[config.mk]
export PLATFORM = sky130hd
export DESIGN_NAME = sram_port_arbiter_flat
export DESIGN_NICKNAME = d
export VERILOG_FILES = /design/src/rtl/sram_port_arbiter_if.sv /design/src/rtl/sram_port_arbiter.sv /design/src/flat_wrapper.sv
export SDC_FILE = /design/constraint.sdc
export NUM_CORES = 1
export LEC_CHECK = 0
export BUFFER_PORTS_ARGS = -buffer_cell sky130_fd_sc_hd__buf_2
export CAP_MARGIN = 5
export CELL_PAD_IN_SITES_DETAIL_PLACEMENT = 2
export CELL_PAD_IN_SITES_GLOBAL_PLACEMENT = 2
export CORE_MARGIN = 2
export CORE_UTILIZATION = 27
export DETAILED_ROUTE_END_ITERATION = 10
export PLACE_DENSITY = 0.81
export SLEW_MARGIN = 40
export SYNTH_ARGS = -nofsm -noshare
export SYNTH_HDL_FRONTEND = slang
export SYNTH_SLANG_ARGS = --single-unit
export TNS_END_PERCENT = 100
[constraint.sdc]
create_clock -name clk -period 4.8 [get_ports clk]
set_clock_uncertainty 0.1 [all_clocks]
set_input_delay 0.24 -clock clk [delete_from_list [all_inputs] [get_ports clk]]
set_output_delay 0.24 -clock clk [all_outputs]
set_load 0.01 [all_outputs]
[src/rtl/sram_port_arbiter_if.sv]
// Bundle between the SRAM port arbiter, its requesters and the single-port SRAM.
// The arbiter takes the slave modport; the requester/SRAM side takes the master modport.
interface sram_port_arbiter_if #(
   parameter int unsigned NUM_REQ = 3,
   parameter int unsigned ADDR_W  = 8,
   parameter int unsigned DATA_W  = 8
);
   logic [NUM_REQ-1:0]        req;
   logic [NUM_REQ-1:0]        we;
   logic [NUM_REQ*ADDR_W-1:0] addr_in;
   logic [NUM_REQ*DATA_W-1:0] wdata_in;
   logic [DATA_W-1:0]         sram_rdata;
   logic [NUM_REQ-1:0]        gnt;
   logic                      sram_r_en;
   logic                      sram_w_en;
   logic [ADDR_W-1:0]         sram_addr;
   logic [DATA_W-1:0]         sram_wdata;
   logic [NUM_REQ-1:0]        rvalid;
   logic [DATA_W-1:0]         rdata;

   modport slave (
      input  req, we, addr_in, wdata_in, sram_rdata,
      output gnt, sram_r_en, sram_w_en, sram_addr, sram_wdata, rvalid, rdata
   );

   modport master (
      output req, we, addr_in, wdata_in, sram_rdata,
      input  gnt, sram_r_en, sram_w_en, sram_addr, sram_wdata, rvalid, rdata
   );
endinterface

[src/rtl/sram_port_arbiter.sv]
// Round-robin arbiter with burst lock sharing one single-port SRAM among NUM_REQ requesters.
// A grant lasts while req stays high, up to MAX_BURST accesses, followed by a one-cycle release.
module sram_port_arbiter #(
   parameter int unsigned NUM_REQ   = 3,
   parameter int unsigned ADDR_W    = 8,
   parameter int unsigned DATA_W    = 8,
   parameter int unsigned MAX_BURST = 16
) (
   input logic              clk,
   input logic              n_rst,
   sram_port_arbiter_if.slave bus
);
   localparam int unsigned IdxW = $clog2(NUM_REQ);
   localparam int unsigned CntW = $clog2(MAX_BURST + 1);

   typedef enum logic [1:0] {StIdle, StGrant, StRelease} state_e;

   state_e              state_q, state_d;
   logic [NUM_REQ-1:0]  gnt_q, gnt_d;
   logic [NUM_REQ-1:0]  rvalid_q, rvalid_d;
   logic [IdxW-1:0]     gidx_q, gidx_d;
   logic [IdxW-1:0]     last_q, last_d;
   logic [CntW-1:0]     cnt_q, cnt_d;
   logic [ADDR_W-1:0]   addr_q, addr_d;
   logic [DATA_W-1:0]   wdata_q, wdata_d;

   logic                access, r_en, w_en, pick_vld;
   logic [IdxW-1:0]     pick;
   logic [CntW-1:0]     cnt_inc;
   int unsigned         idx;

   // First requester found searching upward from last_q+1 with wrap-around.
   always_comb begin
      pick     = '0;
      pick_vld = 1'b0;
      idx      = 0;
      for (int unsigned i = 1; i <= NUM_REQ; i++) begin
         idx = (32'(last_q) + i) % NUM_REQ;
         if (!pick_vld && bus.req[IdxW'(idx)]) begin
            pick     = IdxW'(idx);
            pick_vld = 1'b1;
         end
      end
   end

   always_comb begin
      state_d = state_q;
      gnt_d   = gnt_q;
      gidx_d  = gidx_q;
      last_d  = last_q;
      cnt_d   = cnt_q;
      access  = (state_q == StGrant) && bus.req[gidx_q];
      r_en    = access && !bus.we[gidx_q];
      w_en    = access && bus.we[gidx_q];
      cnt_inc = cnt_q + CntW'(access);

      unique case (state_q)
         StIdle: begin
            if (pick_vld) begin
               gnt_d   = {{(NUM_REQ-1){1'b0}}, 1'b1} << pick;
               gidx_d  = pick;
               cnt_d   = '0;
               state_d = StGrant;
            end
         end
         StGrant: begin
            cnt_d = cnt_inc;
            // A dropped req and a full burst in the same cycle take the same single exit.
            if (!bus.req[gidx_q] || cnt_inc == CntW'(MAX_BURST)) begin
               gnt_d   = '0;
               last_d  = gidx_q;
               state_d = StRelease;
            end
         end
         StRelease: state_d = StIdle;
         default:   state_d = StIdle;
      endcase

      if (state_q == StGrant) begin
         addr_d  = bus.addr_in[gidx_q*ADDR_W +: ADDR_W];
         wdata_d = bus.wdata_in[gidx_q*DATA_W +: DATA_W];
      end else begin
         addr_d  = addr_q;
         wdata_d = wdata_q;
      end
      rvalid_d = r_en ? gnt_q : '0;
   end

   always_ff @(posedge clk or negedge n_rst) begin
      if (!n_rst) begin
         state_q  <= StIdle;
         gnt_q    <= '0;
         rvalid_q <= '0;
         gidx_q   <= '0;
         last_q   <= IdxW'(NUM_REQ - 1);
         cnt_q    <= '0;
         addr_q   <= '0;
         wdata_q  <= '0;
      end else begin
         state_q  <= state_d;
         gnt_q    <= gnt_d;
         rvalid_q <= rvalid_d;
         gidx_q   <= gidx_d;
         last_q   <= last_d;
         cnt_q    <= cnt_d;
         addr_q   <= addr_d;
         wdata_q  <= wdata_d;
      end
   end

   assign bus.gnt        = gnt_q;
   assign bus.sram_r_en  = r_en;
   assign bus.sram_w_en  = w_en;
   assign bus.sram_addr  = addr_d;
   assign bus.sram_wdata = wdata_d;
   assign bus.rvalid     = rvalid_q;
   assign bus.rdata      = bus.sram_rdata;
endmodule
[src/flat_wrapper.sv]
// flat-port wrapper written by rule: the top's interface ports become plain ports
module sram_port_arbiter_flat 
#(
   parameter int unsigned NUM_REQ   = 3,
   parameter int unsigned ADDR_W    = 8,
   parameter int unsigned DATA_W    = 8,
   parameter int unsigned MAX_BURST = 16
)
  (clk, n_rst, bus_req, bus_we, bus_addr_in, bus_wdata_in, bus_sram_rdata, bus_gnt, bus_sram_r_en, bus_sram_w_en, bus_sram_addr, bus_sram_wdata, bus_rvalid, bus_rdata);
  sram_port_arbiter_if #(.NUM_REQ(NUM_REQ), .ADDR_W(ADDR_W), .DATA_W(DATA_W)) bus_i ();
  input logic clk;
  input logic n_rst;
  input wire logic [$bits(bus_i.req)-1:0] bus_req;
  input wire logic [$bits(bus_i.we)-1:0] bus_we;
  input wire logic [$bits(bus_i.addr_in)-1:0] bus_addr_in;
  input wire logic [$bits(bus_i.wdata_in)-1:0] bus_wdata_in;
  input wire logic [$bits(bus_i.sram_rdata)-1:0] bus_sram_rdata;
  output wire logic [$bits(bus_i.gnt)-1:0] bus_gnt;
  output wire logic [$bits(bus_i.sram_r_en)-1:0] bus_sram_r_en;
  output wire logic [$bits(bus_i.sram_w_en)-1:0] bus_sram_w_en;
  output wire logic [$bits(bus_i.sram_addr)-1:0] bus_sram_addr;
  output wire logic [$bits(bus_i.sram_wdata)-1:0] bus_sram_wdata;
  output wire logic [$bits(bus_i.rvalid)-1:0] bus_rvalid;
  output wire logic [$bits(bus_i.rdata)-1:0] bus_rdata;
  assign bus_i.req = bus_req;
  assign bus_i.we = bus_we;
  assign bus_i.addr_in = bus_addr_in;
  assign bus_i.wdata_in = bus_wdata_in;
  assign bus_i.sram_rdata = bus_sram_rdata;
  assign bus_gnt = bus_i.gnt;
  assign bus_sram_r_en = bus_i.sram_r_en;
  assign bus_sram_w_en = bus_i.sram_w_en;
  assign bus_sram_addr = bus_i.sram_addr;
  assign bus_sram_wdata = bus_i.sram_wdata;
  assign bus_rvalid = bus_i.rvalid;
  assign bus_rdata = bus_i.rdata;
  sram_port_arbiter #(.NUM_REQ(NUM_REQ), .ADDR_W(ADDR_W), .DATA_W(DATA_W), .MAX_BURST(MAX_BURST)) u_core (.clk(clk), .n_rst(n_rst), .bus(bus_i));
endmodule
==> results.md, run 1 <==
* Final slew viol count at 0
* GRT Util Overall at 15.6%
* Clk buf depth at 2
* Vias per std cell at 4.68
* Mux contribution to synthesized area at around 11%
* WP buf/inv at 1
* Final Cycle Share at 61.1%
* Pleak at 1.22 nW
* Largest incremental delay on the critical path at 0.39 ns
* CP max stage cell: dfrtp_1
* Largest net degree at the start of global routing at 34
* IO Count at 96
* Area share of the largest cell type after synthesis at a little over two fifths
* Vias in the first global route at 1926
* Critical path's most frequent cell: ha_1
* Post-Syn Area at 1910 µm²
* CTS tree: yes
* Initial antenna violation count at 0
* Die H at 88.1 µm
* Yosys top cell by area: dfrtp_1
* Cells after Synth at 204
* Fin util at 35.6%
* Max-capacitance violation count at 0
* Seq. cell area at 827 µm²
* Chip width at 88.1 µm
* Crit start category: flop
* Ranking of synthesized cells by area: dfrtp_1 (42%), mux2i_1 (9.4%), a21oi_1 (5.0%)
* Req. time, crit path at 4.87 ns
* Period minus WS final at 2.93 ns
* Starting Density at 27.9%
* CORE AREA at 6830 µm²
* Placer Congestion at 0.742
* Cell row count at 30
* Final WL at roughly 5.7 mm
* Fill count at 834
* Simple-Gate Fraction of Synth Area at 13.5%
* Crit-path cells: mux2i_1 -> a2bb2oi_1 -> nand2b_1 -> inv_1 -> ha_1 -> ha_1 -> xor2_1 -> or3_1 -> nor3_2 -> o21ai_2 -> mux2_2
* Diodes inserted at 0
* Endpoints failing setup at 0
* Routed length per instance at 15.4 µm
* Actual slew at the worst max-slew pin at ~0.57 ns
* GRT overflow at 0
* Residual DRC count at 0
* FMAX at about 340 MHz
* Cell variety after synth at 42
* HPWL after DPL at 4.36 mm
* Synthesis Warnings at 0
* Post_cts resized at 0
* Combinational family with the most area after synthesis: compound AO/OA/AOI/OAI gates
* Synth Area in Compound Gates at 19.8%
* CTS Root Cell: clkbuf_8
* Post-synthesis xor/xnor area fraction at 1.38%
* # placed instances at ~360
* Final nets at 342
* Power Dens Cells at 575 nW/µm²
* VDD IR max at around 210 µV
* Synth Area per Inst at 9.35 µm²
* Critical path's top delay family: simple AND/OR/NAND/NOR gates
* TritonCTS Sinks at 33
* Final ANT Viol Nets at 0
* Setup tns final at 0 ns
* Clock-pin slew on the worst setup and hold paths at 0.07 ns
* Crit Path Class: reg -> reg
* Status: finished, final reports clean
* Layout area overhead at 27.3%
* Router iterations before antenna repair at 4
* Layout cells sized above 1 at 37.1%
* Worst setup EP type: flop
* Mapped Nets at 272
* CTS buffer count at 5
* Final hold violation count at 0
* Skew-Pair Late Insertion Delay at 0.28 ns
* First-pass GRT wire length at 9.38 mm
* Area occupied by multi-input gates at 948 µm²
* Synth Area in Adders at 3.67%
* PortBufs at 79
* Worst-path fanout max at 6
* Worst Hold Class: in -> reg
* Cell Count, Final, Fillers Out at 371
* Worst slew margin at 62.0%
* Routed vias at 1735
* CTS H-tree depth at 2
* Post-synthesis sequential area ratio at between 40% and 50%
* RSZ-0062 raised after global routing: no
* Register bit total from synthesis at 33
* Die Area at 7760 µm²
* Arr. time, crit path at around 3 ns
* Iteration-0 DRC count of the detailed router at ~70
-- through the flow --
step	total power, W	hold slack (ns)	setup WS [ns]	area [µm²]
floorplan	0.000932	-0.156	2.10	1910
global placement	0.00117	0.258	2.02	2330
detailed placement	0.00121	0.271	1.86	2340
CTS	0.00142	0.201	1.85	2430
global route	0.00153	0.242	1.69	2430
finish	0.00140	0.205	1.87	2430
-- cell usage in the layout (no fill, tap or decap), drive strengths merged --
master	synthesis	routed
or2	1	1
buf	14	82
and2	3	3
and2b	1	1
a32o	1	1
o21ai	20	20
nor2	23	23
a311o	1	1
a2bb2oi	1	1
or3	1	1
dfrtp	32	32
o2bb2ai	2	2
nand2b	2	2
inv	6	6
dlygate4sd3	0	1
xor2	2	2
nor2b	3	3
o211ai	2	2
o21a	1	1
mux2	3	3
clkbuf	6	7
a31o	2	2
xnor2	1	1
a31oi	1	1
o221ai	1	1
a21oi	19	19
nand3	2	2
maj3	2	2
nand2	16	16
mux2i	18	18
a22o	4	4
a21o	3	3
dfstp	1	1
clkinv	0	1
or3b	1	1
a211o	1	1
nor3	3	3
ha	4	4
-- cells in the mapped netlist (all sizes together) --
cell     instances
dfrtp           32
nor2            23
o21ai           20
a21oi           19
mux2i           18
nand2           16
buf             14
clkbuf           6
inv              6
a22o             4
ha               4
a21o             3
and2             3
mux2             3
nor2b            3
nor3             3
a31o             2
maj3             2
nand2b           2
nand3            2
o211ai           2
o2bb2ai          2
xor2             2
a211o            1
a2bb2oi          1
a311o            1
a31oi            1
a32o             1
and2b            1
dfstp            1
o21a             1
o221ai           1
or2              1
or3              1
or3b             1
xnor2            1
-- path summary, 6_finish.rpt --
kind / from / to / slack (ns) / depth (start not counted)
worst max-delay path: u_core.gidx_q[1]$_DFFE_PN0P_ / u_core.last_q[0]$_DFFE_PN0P_ / 1.87 / 11
worst min-delay path: bus_wdata_in[11] / u_core.wdata_q[3]$_DFF_PN0_ / 0.20 / 3
worst max register to register: u_core.gidx_q[1]$_DFFE_PN0P_ / u_core.last_q[0]$_DFFE_PN0P_ / 1.87 / 11
worst min register to register: u_core.addr_q[7]$_DFF_PN0_ / u_core.addr_q[7]$_DFF_PN0_ / 0.40 / 2
max in group asynchronous: n_rst / u_core.last_q[1]$_DFFE_PN1P_ / 3.92 / 2
min in group asynchronous: n_rst / u_core.cnt_q[3]$_DFFE_PN0P_ / 0.34 / 2
-- where the power goes --
part	switching, W	internal (W)	total [W]
Sequential	0.0000521	0.000382	0.000434
Clock	0.000101	0.000102	0.000203
Combinational	0.000459	0.000301	0.000759
-- cell families (layout without fill, tap and decap cells) --
logic type,after synthesis,in the layout
compound gates,59,59
xor+xnor,3,3
fa+ha+maj,6,6
buf+inv,26,97
flops,33,33
mux,21,21
simple gates,56,56
-- layout make-up --
| cell class | count | share of cell area [%] |
|---|---|---|
| Inverter | 6 | 0.927 |
| Multi-Input combinational cell | 145 | 39.0 |
| Sequential cell | 33 | 34.0 |
| Clock inverter | 1 | 0.206 |
| Clock buffer | 7 | 3.14 |
| Tap cell | 96 | 4.94 |
| Timing Repair Buffer | 83 | 17.7 |
-- what timing repair did --
item / 4_1_cts / 5_1_grt
endpoints found under the hold margin: 32 / 0
hold buffers: 1 / 0
setup buffers: 0 / 0
-- routing by layer --
metal  up-vias  part of all wire, %  GRT usage, %
li1        840                    -             -
met1       834                   44          19.9
met2        52                   50          26.9
met3         9                  5.3          3.20
met4         0                 0.95          4.41
met5         -                    0             0
-- worst min-delay path, stage by stage --
cell	delay, ns
buf_2	0.08
a21oi_1	0.05
o21ai_0	0.18
-- sequential cells by signal, summed over array words and instances, names as in the netlist --
| name | count |
|---|---|
| u_core.bus.rvalid | 3 |
| u_core.bus.gnt | 3 |
| u_core.state_q | 2 |
| u_core.last_q | 2 |
| u_core.addr_q | 8 |
| u_core.wdata_q | 8 |
| u_core.gidx_q | 2 |
| u_core.cnt_q | 5 |
No activity file was read; power rests on OpenSTA's default activity.
==> run 2, diff against run 1 <==
Settings changed: ABC_AREA set to 1, CORE_UTILIZATION 27 to 22, PLACE_DENSITY 0.81 to 0.74.
Clock period 4.8 ns to 2.5 ns, I/O delays scaled along.
==> results.md, run 2 <==
* Status: finished, final reports clean
* Mapped Nets at between 300 and 400
* Chip width at about 100 µm
* Starting Density at 22.7%
* Number of synthesized flops with an enable pin at 0
* Iteration-0 DRC count of the detailed router at 40
* Worst Hold Class: in -> reg
* Routed vias at 2046
* Hold Slack at 0.0161 ns
* Fill count at 1043
* Critical path's most frequent cell: nand2_2
* Max-capacitance violation count at 0
* VDD IR max at 278 µV
* Worst slew margin at 70.8%
* Post-Syn Area at 1980 µm²
* Crit start category: flop
* CORE AREA at 8720 µm²
* Final slew viol count at 0
* Most frequent cells in the layout: buf_2 (78), nor2_1 (56), nand2_1 (48)
* Area occupied by multi-input gates at 971 µm²
* Critical path's top delay family: simple AND/OR/NAND/NOR gates
* Actual slew at the worst max-slew pin at 0.438 ns
* Reg2reg start: u_core.gidx_q[0]$_DFFE_PN0P_
* Final WL at approximately 6.6 mm
* Final ANT Viol Nets at 0
* CTS buffer count at 5
* Pwr Total at 0.00324 W
* Final hold violation count at 0
* Async SR Flop Fraction at 100%
* Largest net degree at the start of global routing at 39
* Combinational family with the most area after synthesis: simple AND/OR/NAND/NOR gates
* Post-synthesis sequential area ratio at between 40% and 50%
* Post-synthesis xor/xnor area fraction at 1.33%
* Crit-path cells: buf_12 -> nor2_8 -> nand2_2 -> nand2_1 -> nand2_2 -> inv_2 -> ha_4 -> ha_4 -> or2_2 -> nor2_2 -> nand3_1 -> nand2_2 -> nand2_4 -> nand2_2 -> o21ai_1
* Initial antenna violation count at 0
* HPWL after DPL at slightly below 5 mm
* FMAX at between 400 and 500 MHz
* Arr. time, crit path at about 2.4 ns
* Mux contribution to synthesized area at 0%
* Area share of the largest cell type after synthesis at 40.5%
* Req. time, crit path at between 2 and 3 ns
* Worst Reg2Reg Path Length in Cells at 15
* Skew-Pair Late Insertion Delay at 0.28 ns
* Endpoints failing setup at 0
* Ranking of synthesized cells by area: dfrtp_1 (41%), nor2_1 (11%), nand2_1 (9.3%)
* Largest regs: u_core.addr_q: 8 flops, u_core.wdata_q: 8 flops, u_core.cnt_q: 5 flops
* Reg2reg setup slack at 0.12 ns
* Worst r2r dst: u_core.last_q[0]$_DFFE_PN0P_
* GRT Util Overall at around 14%
* TritonCTS Sinks at 33
* Register bit total from synthesis at 33
* CP max stage cell: dfrtp_2
* Router iterations before antenna repair at 3
* Seq. cell area at about 830 µm²
* Cell variety after synth at 28
* Clk buf depth at 2
* Vias in the first global route at 2246
* Power Dens Cells at 1240 nW/µm²
* Most common cell after layout, fill and taps aside: buf_2
* Synth Flop Type: dfrtp_1
* Pleak at 1.30 nW
* Synth Area in Adders at 2.53%
* Period minus WS final at ~2.4 ns
* CTS tree: yes
* Cell row count at 34
* Residual DRC count at 0
* Worst setup EP type: flop
* Diodes inserted at 0
* CTS H-tree depth at 2
* GRT overflow at 0
* Worst-path fanout max at 8
* Most numerous cell in the Yosys netlist: nor2_1
* Routed length per instance at 14.7 µm
* Post-synth top cells: nor2_1 (58), nand2_1 (49), dfrtp_1 (32)
* Placer Congestion at 0.744
* IO Count at 96
* Layout area overhead at 32.2%
* Final nets at 408
* Layout cells sized above 1 at 34.9%
* Vias per std cell at approximately 4.6
* Cells after Synth at approximately 270
* Hold-critical path depth at 3
* Crit Path Class: reg -> reg
* Synth Area in Compound Gates at 12.4%
* End of the worst hold path: u_core.addr_q[0]$_DFF_PN0_
* WP buf/inv at 2
* Hold Path Origin: bus_addr_in[16]
* Simple-Gate Fraction of Synth Area at 31.0%
* Die Area at 9750 µm²
* Die H at a little under 100 µm
* Synth Area per Inst at roughly 7.5 µm²
* PortBufs at 79
* CTS Root Cell: clkbuf_8
* Largest incremental delay on the critical path at 0.44 ns
* Clock-pin slew on the worst setup and hold paths at 0.07 ns
* Yosys top cell by area: dfrtp_1
* Final Cycle Share at 95.2%
* Synthesis Warnings at 0
* First-pass GRT wire length at 11.0 mm
==> run 2: worst max-delay path by stage <==
stage / start / to / slack, ns / depth (start not counted)
global route: u_core.gidx_q[0]$_DFFE_PN0P_ / u_core.last_q[0]$_DFFE_PN0P_ / -0.02 / 15
detailed placement: u_core.gidx_q[0]$_DFFE_PN0P_ / u_core.last_q[0]$_DFFE_PN0P_ / -0.04 / 15
CTS: u_core.gidx_q[0]$_DFFE_PN0P_ / u_core.last_q[0]$_DFFE_PN0P_ / 0.002 / 15
global placement: u_core.gidx_q[0]$_DFFE_PN0P_ / u_core.last_q[0]$_DFFE_PN0P_ / 0.14 / 15
floorplan: u_core.gidx_q[1]$_DFFE_PN0P_ / u_core.last_q[0]$_DFFE_PN0P_ / 0.24 / 16
finish: u_core.gidx_q[0]$_DFFE_PN0P_ / u_core.last_q[0]$_DFFE_PN0P_ / 0.12 / 15
==> run 2: cells by family after synthesis <==
family / Yosys count
AOI/OAI and AO/OA: 43
buffers and inverters: 41
adders and majority gates: 4
DFF: 33
xor gates and xnor gates: 3
and+or+nand+nor: 141
==> run 2: routing by layer <==
| metal | vias to the layer above | GRT usage (%) | routed length (µm) |
|---|---|---|---|
| met5 | - | 0 | 0 |
| met4 | 0 | 4.43 | 67 |
| met3 | 6 | 2.91 | 281 |
| met2 | 49 | 25.4 | 3450 |
| met1 | 994 | 16.8 | 2800 |
| li1 | 997 | - | - |
==> run 2: worst register-to-register path, delay by kind of cell (launching register included) <==
kind / cells / cell delay [ns]
AND/OR/NAND/NOR: 10 / 1.08
adder cells (fa/ha/maj): 2 / 0.34
AO/OA/AOI/OAI: 1 / 0.07
flip-flops: 1 / 0.44
buffers and inverters: 2 / 0.23
==> run 2: layout make-up <==
class / count / area share [%]
Tap cell: 108 / 5.17
Inverter: 21 / 3.11
Multi-Input combinational cell: 191 / 37.2
Timing Repair Buffer: 88 / 18.4
Clock buffer: 7 / 3.30
Clock inverter: 1 / 1.15
Sequential cell: 33 / 31.7
==> run 2: power by group <==
part	switching [W]	internal, W
Sequential	0.000105	0.000750
Clock	0.000197	0.000325
Combinational	0.00119	0.000681
==> run 2: per-stage QoR <==
step / std cells / setup TNS, ns / setup WS (ns) / cell area (µm²) / utilization [%]
2_1_floorplan: 265 / 0 / 0.237 / 1980 / -
6_report: 449 / 0 / 0.120 / 2610 / 30.0
4_1_cts: 447 / 0 / 0.00209 / 2560 / 29.4
5_1_grt: 449 / -0.0186 / -0.0186 / 2610 / 30.0
3_5_place_dp: 437 / -0.0376 / -0.0376 / 2420 / 27.7
3_3_place_gp: 437 / 0 / 0.143 / 2420 / 27.7
==> run 2: what timing repair did <==
| action | 4_1_cts | 5_1_grt |
|---|---|---|
| endpoints found under the hold margin | 32 | 0 |
| pin swaps | 1 | 3 |
| buffers inserted | 1 | 2 |
| gates resized for setup | 2 | 6 |
| setup endpoints to repair | 1 | 5 |
| hold buffers | 1 | 0 |
==> run 3, diff against run 2 <==
Settings changed: ABC_AREA 1 to unset, CORE_UTILIZATION 22 to 23, PLACE_DENSITY 0.74 to 0.73.
==> results.md, run 3 (synthesis gave the netlist of run 1 again) <==
* Worst-path fanout max at 6
* Worst Reg2Reg Path Length in Cells at 11
* Share of power burned in registers at 27.2%
* Router iterations before antenna repair at 2
* Starting Density at 23.5%
* Sw Ratio at 41.0%
* Skew-Pair Late Insertion Delay at 0.28 ns
* Final nets at 355
* Die Area at approximately 9000 µm²
* End of the worst hold path: u_core.addr_q[5]$_DFF_PN0_
* VDD IR max at 324 µV
* Vias per std cell at 4.57
* Clock Power Share at 17.1%
* Diodes inserted at 0
* Worst setup EP type: flop
* Arr. time, crit path at approximately 2.7 ns
* First-pass GRT wire length at 9.63 mm
* Fill count at around 930
* Crit start category: flop
* Final hold violation count at 0
* CTS tree: yes
* Largest net degree at the start of global routing at 34
* Fin util at 32.6%
* Logic pwr share at a little under three fifths
* CTS Root Cell: clkbuf_8
* Die H at 95.1 µm
* Layout area overhead at 39.0%
* PortBufs at around 80
* Chip width at 95.1 µm
* Actual slew at the worst max-slew pin at 0.443 ns
* Max-capacitance violation count at 0
* Vias in the first global route at 2000
* Reg2reg start: u_core.gidx_q[1]$_DFFE_PN0P_
* CORE AREA at around 8100 µm²
* Routed length per instance at ~15 µm
* Internal at 0.00177 W
* Final WL at slightly below 6 mm
* CTS H-tree depth at 2
* Final Cycle Share at 103%
* Most common cell after layout, fill and taps aside: buf_2
* Clk buf depth at 2
* GRT overflow at 0
* Residual DRC count at 0
* Period minus WS final at ~2.6 ns
* Layout cells sized above 1 at between 40% and 50%
* Placer Congestion at ~0.72
* Worst slew margin at a little over two thirds
* Violated checks: negative setup slack
* Power Dens Cells at approximately 1100 nW/µm²
* Initial antenna violation count at 0
* Worst Hold Class: in -> reg
* # placed instances at 381
* Setup tns final at -0.306 ns
* Clock-pin slew on the worst setup and hold paths at about 0.07 ns
* Req. time, crit path at 2.57 ns
* Final slew viol count at 0
* Final ANT Viol Nets at 0
* Most frequent cells in the layout: buf_2 (78), dfrtp_1 (32), nor2_1 (22)
* GRT Util Overall at 13.6%
* Hold Path Origin: bus_addr_in[13]
* Routed vias at 1796
* Pleak at around 1.3 nW
* HPWL after DPL at between 4 and 5 mm
* TritonCTS Sinks at 33
* Status: complete, but fails checks
* Largest regs: u_core.addr_q: 8 flops, u_core.wdata_q: 8 flops, u_core.cnt_q: 5 flops
* Setup WS pre-CTS at -0.163 ns
* Iteration-0 DRC count of the detailed router at 34
* Crit Path Class: reg -> reg
* P_sw at 0.00123 W
* Hold-critical path depth at 3
* Cell Count, Final, Fillers Out at 393
* Cell row count at 33
* Reg2reg setup slack at -0.08 ns
* CTS buffer count at 5
* Hold Slack at 0.0867 ns
* Final WS setup at -0.0821 ns
* Endpoints failing setup at 6
* Worst r2r dst: u_core.last_q[0]$_DFFE_PN0P_
* FMAX at between 300 and 400 MHz
* RSZ-0062 raised after global routing: yes
* IO Count at 96
run 3: changes by cell type in the layout (fill, tap and decap cells not counted), moves of 15 or more:
cell	delta
nor2_1	-34
nand2_1	-32
nand3_1	-21
a21oi_1	+18
mux2i_1	+18
a31oi_1	-15
run 3: worst max path at each step:
stage,from,endpoint,slack (ns),cells after the start
3_5_place_dp,u_core.gidx_q[1]$_DFFE_PN0P_,u_core.last_q[0]$_DFFE_PN0P_,-0.16,11
6_report,u_core.gidx_q[1]$_DFFE_PN0P_,u_core.last_q[0]$_DFFE_PN0P_,-0.08,11
3_3_place_gp,u_core.gidx_q[1]$_DFFE_PN0P_,u_core.last_q[0]$_DFFE_PN0P_,-0.02,11
5_1_grt,u_core.gidx_q[1]$_DFFE_PN0P_,u_core.last_q[0]$_DFFE_PN0P_,-0.23,11
2_1_floorplan,u_core.gidx_q[0]$_DFFE_PN0P_,u_core.last_q[0]$_DFFE_PN0P_,-0.02,12
4_1_cts,u_core.gidx_q[1]$_DFFE_PN0P_,u_core.last_q[0]$_DFFE_PN0P_,-0.13,11
run 3: area by class of cell:
cell class	instances	area, µm²	area share [%]
clock inverters	1	30.0	1.13
multi-input cells	145	1020	38.6
clock buffers	7	86.3	3.25
well taps	105	131	4.95
flip-flops and latches	33	827	31.2
inverters	6	22.5	0.849
repair buffers	96	532	20.0
run 3: power groups by stage:
stage / Sequential, W / Combinational (W) / Clock (W)
2_1_floorplan: 0.000822 / 0.000997 / 0
3_3_place_gp: 0.000817 / 0.00156 / 0
3_5_place_dp: 0.000828 / 0.00162 / 0
4_1_cts: 0.000821 / 0.00165 / 0.000530
5_1_grt: 0.000841 / 0.00189 / 0.000560
6_report: 0.000817 / 0.00167 / 0.000515
run 3: timing repair:
item / in CTS / in global routing
hold buffers: 1 / 0
endpoints found under the hold margin: 32 / 0
setup endpoints to repair: 6 / 7
pin swaps: 4 / 4
buffers inserted: 2 / 2
resized for setup: 4 / 7
run 3: through the flow:
step           instance area [µm²]  power [W]
6_report                      2650    0.00301
5_1_grt                       2650    0.00329
4_1_cts                       2590    0.00300
3_5_place_dp                  2450    0.00245
3_3_place_gp                  2450    0.00237
2_1_floorplan                 1940    0.00182
run 3: metal layers:
layer,wire [µm],GRT usage (%)
met1,2500,17.5
met2,2970,23.4
met3,343,3.32
met4,27,2.54
met5,0,0
run 3: critical path, cell delays in order, from the launching register on:
cell and delay (ns):
dfrtp_1 0.37, mux2i_1 0.23, a2bb2oi_2 0.18, nand2b_4 0.15, inv_2 0.04, ha_4 0.16
ha_4 0.16, xor2_2 0.13, or3_4 0.34, nor3_4 0.20, o21ai_4 0.12, mux2_2 0.28
